--- config.mk ---
export PLATFORM = sky130hd
export DESIGN_NAME = gpio_port_core
export DESIGN_NICKNAME = d
export VERILOG_FILES = /design/src/rtl/gpio_pkg.sv /design/src/rtl/gpio_port_core_pin_ctrl.sv /design/src/rtl/gpio_port_core.sv
export SDC_FILE = /design/constraint.sdc
export NUM_CORES = 1
export LEC_CHECK = 0
export ABC_CLOCK_PERIOD_IN_PS = 2450
export BUFFER_PORTS_ARGS = -buffer_cell sky130_fd_sc_hd__buf_2
export CAP_MARGIN = 20
export CORE_AREA = 2 2 215 217
export CTS_BUF_LIST = sky130_fd_sc_hd__clkbuf_8 sky130_fd_sc_hd__clkbuf_16
export DETAILED_ROUTE_END_ITERATION = 16
export DIE_AREA = 0 0 217 219
export SETUP_SLACK_MARGIN = 0.3
export SYNTH_ARGS = -nofsm -noshare
export SYNTH_HDL_FRONTEND = slang
export SYNTH_SLANG_ARGS = --single-unit
export TNS_END_PERCENT = 1
--- constraint.sdc ---
create_clock -name clk -period 2.45 [get_ports clk]
set_input_delay 0.3675 -clock clk [delete_from_list [all_inputs] [get_ports clk]]
set_output_delay 0.3675 -clock clk [all_outputs]
set_load 0.01 [all_outputs]
--- src/rtl/gpio_pkg.sv ---
// gpio_pkg: shared encodings and sizing for the GPIO port pin datapath
package gpio_pkg;

    localparam int PIN_NUM = 16;

    typedef enum logic [1:0] {
        MODE_IN  = 2'b00,
        MODE_OUT = 2'b01,
        MODE_AF  = 2'b10,
        MODE_AN  = 2'b11
    } gpio_mode_e;

    typedef enum logic [1:0] {
        TRIG_RISE = 2'b00,
        TRIG_FALL = 2'b01,
        TRIG_BOTH = 2'b10,
        TRIG_HIGH = 2'b11
    } gpio_trig_e;

    typedef enum logic [1:0] {
        PULL_NONE     = 2'b00,
        PULL_UP       = 2'b01,
        PULL_DOWN     = 2'b10,
        PULL_NONE_ALT = 2'b11
    } gpio_pull_e;

endpackage

--- src/rtl/gpio_port_core_pin_ctrl.sv ---
// gpio_pin_ctrl: one pin's input synchroniser, interrupt status, toggle state and pad mux
module gpio_pin_ctrl
    import gpio_pkg::*;
#(
    parameter int SYNC_STAGES = 2
) (
    input  logic       clk,
    input  logic       rst_n,
    input  logic [1:0] mode,
    input  logic       od_type,
    input  logic [1:0] pupd,
    input  logic       odata,
    input  logic       toggle,
    input  logic [1:0] af_sel,
    input  logic [3:0] af_out,
    input  logic [3:0] af_oe,
    input  logic [1:0] trig,
    input  logic       int_en,
    input  logic       int_clr,
    input  logic       pad_in,
    output logic       idata,
    output logic       sta,
    output logic       pad_out,
    output logic       pad_oe,
    output logic       pad_ie,
    output logic       pad_pu,
    output logic       pad_pd
);

    logic [SYNC_STAGES-1:0] sync;
    logic prev, tglq, tgl_state, evt, data, oe;

    assign pad_ie = mode != MODE_AN;
    assign idata  = sync[SYNC_STAGES-1] & pad_ie;
    assign pad_pu = (pupd == PULL_UP) & pad_ie;
    assign pad_pd = (pupd == PULL_DOWN) & pad_ie;

    // Analog mode suppresses events, including the fall caused by forcing idata low
    assign evt = pad_ie & ((trig == TRIG_RISE) ? idata & ~prev :
                           (trig == TRIG_FALL) ? ~idata & prev :
                           (trig == TRIG_BOTH) ? idata ^ prev : idata);

    assign data = (mode == MODE_OUT) ? odata ^ tgl_state :
                  (mode == MODE_AF)  ? af_out[af_sel] : 1'b0;
    assign oe   = (mode == MODE_OUT) | ((mode == MODE_AF) & af_oe[af_sel]);

    // Open-drain only ever drives low; data is already 0 in input/analog modes
    assign pad_out = data & ~od_type;
    assign pad_oe  = oe & ~(od_type & data);

    // Pad synchroniser and one-cycle-delayed sample for edge detection
    always_ff @(posedge clk or negedge rst_n) begin
        if (!rst_n) begin
            sync <= '0;
            prev <= 1'b0;
        end else begin
            sync <= {sync[SYNC_STAGES-2:0], pad_in};
            prev <= idata;
        end
    end

    // Sticky status: clear wins over a simultaneous event
    always_ff @(posedge clk or negedge rst_n) begin
        if (!rst_n) sta <= 1'b0;
        else        sta <= int_clr ? 1'b0 : (evt & int_en) ? 1'b1 : sta;
    end

    // Toggle state flips once per rising edge of the toggle request level
    always_ff @(posedge clk or negedge rst_n) begin
        if (!rst_n) begin
            tglq      <= 1'b0;
            tgl_state <= 1'b0;
        end else begin
            tglq      <= toggle;
            tgl_state <= tgl_state ^ (toggle & ~tglq);
        end
    end

endmodule

--- src/rtl/gpio_port_core.sv ---
// gpio_port_core: 16-pin GPIO pad datapath fed by the APB register block
module gpio_port_core
    import gpio_pkg::*;
#(
    parameter int SYNC_STAGES = 2
) (
    input  logic                 clk,
    input  logic                 rst_n,
    input  logic [2*PIN_NUM-1:0] r_modex,
    input  logic [PIN_NUM-1:0]   r_typex,
    input  logic [2*PIN_NUM-1:0] r_speedx,
    input  logic [2*PIN_NUM-1:0] r_pupdx,
    input  logic [PIN_NUM-1:0]   r_odx,
    input  logic [PIN_NUM-1:0]   r_togglex,
    input  logic [2*PIN_NUM-1:0] r_afx,
    input  logic [2*PIN_NUM-1:0] r_inttrigx,
    input  logic [PIN_NUM-1:0]   r_intx_en,
    input  logic [PIN_NUM-1:0]   r_intx_clr,
    output logic [PIN_NUM-1:0]   r_idx,
    output logic [PIN_NUM-1:0]   r_intx_sta,
    input  logic [PIN_NUM-1:0]   gpio_in,
    output logic [PIN_NUM-1:0]   gpio_out,
    output logic [PIN_NUM-1:0]   gpio_oe,
    output logic [PIN_NUM-1:0]   gpio_ie,
    output logic [PIN_NUM-1:0]   gpio_pu,
    output logic [PIN_NUM-1:0]   gpio_pd,
    output logic [2*PIN_NUM-1:0] gpio_ds,
    input  logic [4*PIN_NUM-1:0] af_out,
    input  logic [4*PIN_NUM-1:0] af_oe,
    output logic [PIN_NUM-1:0]   af_in,
    output logic                 gpio_irq
);

    assign gpio_ds = r_speedx;
    assign af_in   = r_idx;

    for (genvar i = 0; i < PIN_NUM; i++) begin : g_pin
        gpio_pin_ctrl #(.SYNC_STAGES(SYNC_STAGES)) u_pin (
            .clk     (clk),
            .rst_n   (rst_n),
            .mode    (r_modex[2*i+:2]),
            .od_type (r_typex[i]),
            .pupd    (r_pupdx[2*i+:2]),
            .odata   (r_odx[i]),
            .toggle  (r_togglex[i]),
            .af_sel  (r_afx[2*i+:2]),
            .af_out  (af_out[4*i+:4]),
            .af_oe   (af_oe[4*i+:4]),
            .trig    (r_inttrigx[2*i+:2]),
            .int_en  (r_intx_en[i]),
            .int_clr (r_intx_clr[i]),
            .pad_in  (gpio_in[i]),
            .idata   (r_idx[i]),
            .sta     (r_intx_sta[i]),
            .pad_out (gpio_out[i]),
            .pad_oe  (gpio_oe[i]),
            .pad_ie  (gpio_ie[i]),
            .pad_pu  (gpio_pu[i]),
            .pad_pd  (gpio_pd[i])
        );
    end

    // Interrupt line is the OR of all status bits, registered
    always_ff @(posedge clk or negedge rst_n) begin
        if (!rst_n) gpio_irq <= 1'b0;
        else        gpio_irq <= |r_intx_sta;
    end

endmodule

==> flow_summary.json, run 1 <==
{
  "status": "finished clean",
  "post-route-period-util": 0.837,
  "path_class": "reg2out",
  "ys_ff_latch": 97,
  "synth_top_area_cell": "dfrtp_1",
  "place_congestion": 0.818,
  "dpl.hpwl_mm": 22.1,
  "cp_slowest_stage_delay_ns": 0.41,
  "timing.rr.start": "g_pin[15].u_pin.sync[1]$_DFF_PN0_",
  "muxShareOfSynthArea": 0.111,
  "ys_types": 31,
  "path_max_fanout": 2,
  "synth_compound_area_frac": 0.101,
  "postCtsSetupRepairBufs": 0,
  "final_area_sq_mm": 0.00928,
  "dpl_cell_area_sq_mm": 0.00894,
  "crit_required_ns": 2.08,
  "path_clk_slew_ns": 0.07,
  "io_buffer_count": 482,
  "final_cells": 1625,
  "antenna_found_initial": 3,
  "rows": 78,
  "power_density_mw_per_mm2": 548,
  "final_hold_viol_count": 0,
  "netlist_area_sq_mm": 0.00693,
  "critPathArrivalTime_ns": 1.68,
  "h-tree-depth": 3,
  "io_pins": 547,
  "drc": 0,
  "initial_core_util": 0.154,
  "crit_cells": 4,
  "first_pass_iters": 4,
  "critPathSlowestCell": "dfrtp_1",
  "ff2ff_path_depth": 6,
  "finalPower_w": 0.00508,
  "switchingPower_w": 0.00156,
  "die-area_sq_mm": 0.0475,
  "ys_seq_area_frac": 0.350,
  "syn_to_final_growth_pct": 33.8,
  "drt_iter0_markers": 140,
  "clock_skew_ns": 0.00715,
  "timing.hold.ws_ns": 0.0130,
  "period_needed_ns": 2.05,
  "die_x_um": 217,
  "worstReg2RegEnd": "g_pin[15].u_pin.sta$_DFFE_PN0P_",
  "setup_violations": 0,
  "synth_area_leaders": "dfrtp_1 (35%), buf_4 (17%), mux4_2 (9.1%)",
  "synth_top_family_by_area": "simple AND/OR/NAND/NOR gates",
  "antenna_left": 0,
  "start_kind": "flop",
  "synth_xor_area_frac": 0.0404,
  "synth.avg_cell_area_sq_um": 10.2,
  "p_sw_frac": 0.308,
  "dp.cells": 1607,
  "maxCapViolCount": 0,
  "grtUsageTotal": 0.102,
  "numClockSinks": 97,
  "wl_per_cell_um": 15.7,
  "cts-root-buf": "clkbuf_16",
  "crit_path_cell_trace": "xor2_1 > nand3b_1 > a21oi_1 > buf_2",
  "final_nets": 1420,
  "fin_setup_tns_ns": 0,
  "synth_top_area_frac": 0.350,
  "syn_inst": 681,
  "grt_pass1_wl_mm": 35.5,
  "leakage_nw": 4.70,
  "critical-path-top-delay-family": "flip-flops",
  "cts.repair.resized": 0,
  "seqPwrFrac": 0.393,
  "yosys.area_share.simple": 0.186,
  "syn_nets": 1083,
  "cts_hold_buf": 0,
  "grt_overflow": 0,
  "synth-adder-area-share": 0.0289,
  "clk_latency_ns": 0.38,
  "peakVddDrop_mv": 0.295,
  "grt_setup_unrepaired": "no",
  "hp-class": "in2async",
  "numCtsBuffers": 9,
  "fmax_mhz": 488,
  "vias": 6313,
  "wirelength_mm": 25.4,
  "grt_max_degree": 48,
  "drv_slew": 0,
  "die_h_um": 219,
  "path_buf_inv": 1,
  "vias_per_cell": 3.88,
  "power_frac_clock": 0.323,
  "yosys_warnings": 0,
  "end_kind": "primary output",
  "pwr-share-comb": 0.284,
  "core_sq_mm": 0.0451,
  "cts_tree": "built",
  "clock_path_buffers": 2,
  "maxSlewHeadroom": 0.529,
  "grt_pass1_vias": 6382,
  "ff2ff_setup_slack_ns": 0.90,
  "tightestPinTransition_ns": 0.707,
  "intPower_w": 0.00352,
  "drive_above_1_share": 0.533
}
==> Yosys cell counts (all sizes together) <==
master and n:
or2 1, mux4 31, a21oi 32, and3b 32, ha 16, nor2b 31, nor4 4, o21ai 26
o31ai 12, mux2 2, nor2 20, nand3 2, a41oi 16, dfrtp 97, o22ai 1, nand2b 17
nand3b 28, a21bo 12, xor2 16, nand4b 13, xnor2 16, nand2 68, a32oi 1, or2b 1
inv 17, mux2i 4, buf 160, a311o 4, nand4 1
==> power groups by stage <==
stage               Clock [W]  Combinational (W)  Sequential (W)
floorplan                   0            0.00103         0.00198
global placement            0            0.00142         0.00203
detailed placement          0            0.00146         0.00203
CTS                   0.00174            0.00146         0.00200
global route          0.00178            0.00160         0.00203
finish                0.00164            0.00144         0.00200
==> worst register-to-register path: cells and delay by family (launching register included) <==
kind,cells,cell delay (ns)
AO/OA/AOI/OAI,3,0.58
AND/OR/NAND/NOR,2,0.16
adder cells (fa/ha/maj),1,0.29
flip-flops,1,0.42
==> worst max path at each step <==
stage,startpoint,end,slack (ns)
2_1_floorplan,r_afx[0],gpio_oe[0],0.77
3_3_place_gp,r_afx[4],gpio_oe[2],0.54
3_5_place_dp,r_afx[4],gpio_oe[2],0.54
4_1_cts,g_pin[2].u_pin.tgl_state$_DFF_PN0_,gpio_out[2],0.33
5_1_grt,g_pin[2].u_pin.tgl_state$_DFF_PN0_,gpio_out[2],0.34
6_report,g_pin[2].u_pin.tgl_state$_DFF_PN0_,gpio_out[2],0.40
==> state kept, by name, summed over array words and instances, names as in the netlist <==
signal	flops
g_pin.u_pin.prev	16
g_pin.u_pin.sta	16
gpio_irq	1
g_pin.u_pin.tgl_state	16
g_pin.u_pin.tglq	16
g_pin.u_pin.sync	32
==> layout make-up <==
type,count,area [sq um]
fill,4995,35800
inverter,17,63.8
tap,600,751
clock inverter,5,77.6
sequential,97,2430
clock buffer,11,253
timing repair buffer,486,2460
antenna,2,5.00
multi-input combinational,407,3240
==> placed cells by master, fill, tap and decap left out, types with 3 or more instances in the layout <==
cell type,instances
nand3b_1,28
mux2i_1,4
a21bo_2,12
a21oi_1,32
o31ai_1,12
buf_2,481
nand2_1,68
nor4_1,4
inv_1,17
ha_1,16
nand2b_1,17
xor2_1,16
buf_4,4
nor2b_1,31
dfrtp_1,97
o21ai_0,25
a311o_1,4
nor2_1,20
nand4b_1,13
clkbuf_16,9
a41oi_1,16
mux4_2,28
and3b_1,32
mux4_1,3
xnor2_1,16
==> through the flow <==
| step | utilization | setup slack [ns] |
|---|---|---|
| 2_1_floorplan | - | 0.766 |
| 3_3_place_gp | 0.198 | 0.536 |
| 3_5_place_dp | 0.198 | 0.541 |
| 4_1_cts | 0.206 | 0.333 |
| 5_1_grt | 0.206 | 0.344 |
| 6_report | 0.206 | 0.399 |
==> layer usage <==
| metal | vias up | track usage | wire length (um) |
|---|---|---|---|
| met3 | 46 | 0.0374 | 2360 |
| met2 | 381 | 0.192 | 13200 |
| met1 | 2942 | 0.0902 | 8350 |
| met5 | - | 0 | 0 |
| li1 | 2944 | - | - |
| met4 | 0 | 0.0676 | 1520 |
==> cell families after synthesis <==
kind of cell               count (synthesis)
and+or+nand+nor                          218
buffers and inverters                    177
AOI/OAI and AO/OA                        104
DFF                                       97
muxes                                     37
xor gates and xnor gates                  32
adders and majority gates                 16
No activity file was read; power rests on OpenSTA's default activity.
==> run 2: changes to the inputs <==
--- a/config.mk
+++ b/config.mk
@@ -5,7 +5,7 @@
 export SDC_FILE = /design/constraint.sdc
 export NUM_CORES = 1
 export LEC_CHECK = 0
-export ABC_CLOCK_PERIOD_IN_PS = 2450
+export ABC_CLOCK_PERIOD_IN_PS = 2090
 export BUFFER_PORTS_ARGS = -buffer_cell sky130_fd_sc_hd__buf_2
 export CAP_MARGIN = 20
 export CORE_AREA = 2 2 215 217
==> constraint.sdc (replaced) <==
create_clock -name clk -period 2.09 [get_ports clk]
set_input_delay 0.3135 -clock clk [delete_from_list [all_inputs] [get_ports clk]]
set_output_delay 0.3135 -clock clk [all_outputs]
set_load 0.01 [all_outputs]
==> run 2 against run 1 <==
  * Highest routed layer unchanged
  * Critical path type unchanged
  * Via count increased by 1.1%
  * Utilization increased by 0.23 points
  * Critical endpoint unchanged
  * Cell area increased by 1.1%
==> flow_summary.json, run 2 (synthesis results as in run 1) <==
{
  "grt_use_met2": 0.195,
  "clock_path_buffers": 2,
  "start_kind": "flop",
  "fin_util": 0.208,
  "io_pins": 547,
  "vias_per_cell": 3.90,
  "hp-class": "in2reg",
  "ff2ff_path_depth": 6,
  "maxCapViolCount": 0,
  "status": "finished clean",
  "end_kind": "primary output",
  "clock_skew_ns": 0.00607,
  "syn_to_final_growth_pct": 35.3,
  "clk_latency_ns": 0.38,
  "numClockSinks": 97,
  "grtUsageMet1": 0.0939,
  "crit_path_cell_trace": "xor2_2 > nand3b_1 > a21oi_2 > buf_2",
  "drt_iter0_markers": 150,
  "fmax_mhz": 541,
  "final_hold_viol_count": 0,
  "timing.rr.start": "g_pin[15].u_pin.sync[1]$_DFF_PN0_",
  "critPathArrivalTime_ns": 1.53,
  "cts_tree": "built",
  "crit_required_ns": 1.78,
  "layout_commonest_cell": "buf_2",
  "final_nets": 1432,
  "critical-path-top-delay-family": "flip-flops",
  "final_cell_mix": "buf_2 (481), dfrtp_1 (97), nand2_1 (68)",
  "fin_setup_tns_ns": 0,
  "post-route-period-util": 0.884,
  "leakage_nw": 4.74,
  "drv_slew": 0,
  "wl_per_cell_um": 15.8,
  "power_density_mw_per_mm2": 621,
  "worstReg2RegEnd": "g_pin[15].u_pin.sta$_DFFE_PN0P_",
  "cp-endpoint": "gpio_out[2]",
  "die_h_um": 219,
  "drive_above_1_share": 0.529,
  "drc": 0,
  "grt_pass1_vias": 6387,
  "antenna_found_initial": 2,
  "timing.hold.ws_ns": 0.0481,
  "dpl.hpwl_mm": 21.9,
  "top_usage_layer": "met2",
  "grt_max_degree": 98,
  "period_needed_ns": 1.85,
  "setup_ws_ns": 0.242,
  "grtUsageTotal": 0.103,
  "grt_setup_unrepaired": "yes",
  "largest_register_ffs": 32,
  "cts-root-buf": "clkbuf_16",
  "io_buffer_count": 482,
  "setup_violations": 0,
  "antenna_left": 0,
  "path_clk_slew_ns": 0.07,
  "place_congestion": 0.814,
  "max_flop_register": "g_pin.u_pin.sync",
  "die_x_um": 217,
  "die-area_sq_mm": 0.0475,
  "ff2ff_setup_slack_ns": 0.56,
  "place_ws_ns": 0.287,
  "cp_slowest_stage_delay_ns": 0.42,
  "grt_overflow": 0,
  "path_class": "reg2out",
  "tightestPinTransition_ns": 0.560,
  "peakVddDrop_mv": 0.547,
  "wirelength_mm": 25.8,
  "grt_pass1_wl_mm": 35.8,
  "first_pass_iters": 4,
  "crit_cells": 4,
  "grt_util_met3": 0.0370,
  "numCtsBuffers": 9,
  "critPathSlowestCell": "dfrtp_1",
  "core_sq_mm": 0.0451,
  "rows": 78,
  "maxSlewHeadroom": 0.627,
  "critPathLaunch": "g_pin[2].u_pin.tgl_state$_DFF_PN0_",
  "vias": 6380,
  "h-tree-depth": 3,
  "initial_core_util": 0.154,
  "worstHoldPathCells": 1,
  "path_max_fanout": 2,
  "path_buf_inv": 1
}
-- run 2: worst min-delay path by stage --
stage                                   endpoint                              start  slack [ns]
2_1_floorplan      g_pin[0].u_pin.prev$_DFF_PN0_                              rst_n        0.02
3_3_place_gp   g_pin[12].u_pin.sync[1]$_DFF_PN0_  g_pin[12].u_pin.sync[0]$_DFF_PN0_        0.33
3_5_place_dp   g_pin[15].u_pin.sync[1]$_DFF_PN0_  g_pin[15].u_pin.sync[0]$_DFF_PN0_        0.33
4_1_cts         g_pin[3].u_pin.sync[0]$_DFF_PN0_                         gpio_in[3]      0.0008
5_1_grt         g_pin[3].u_pin.sync[0]$_DFF_PN0_                         gpio_in[3]       0.006
6_report        g_pin[3].u_pin.sync[0]$_DFF_PN0_                         gpio_in[3]        0.05
-- run 2: per-layer routing --
layer,vias to the layer above,part of all wire
met3,39,0.091
met5,-,0
met2,369,0.52
met1,2995,0.34
met4,0,0.045
li1,2977,-
-- run 2: metrics by stage --
step                cells  total power [W]  instance area, sq um
floorplan             681          0.00353                  6930
detailed placement   1606          0.00408                  8930
global route         1636          0.00623                  9380
global placement     1606          0.00404                  8930
CTS                  1634          0.00599                  9370
finish               1636          0.00583                  9380
-- run 2: repair_timing --
action / in CTS / in global routing
setup buffers: 0 / 1
gates resized for setup: 4 / 0
endpoints found under the setup margin: 6 / 25
hold buffers: 12 / 0
hold endpoints to repair: 47 / 0
pin swaps: 1 / 1
-- run 2: report_power, final --
group	internal, W	switching (W)
combinational	0.000904	0.000807
clock	0.000939	0.000832
sequential	0.00213	0.000216
-- run 2: area by class of cell --
cell class,instances,area (sq um)
sequential,97,2430
timing repair buffer,498,2580
clock buffer,9,225
inverter,17,63.8
clock inverter,7,76.3
fill,5008,35700
antenna,1,2.50
multi-input combinational,407,3260
tap,600,751
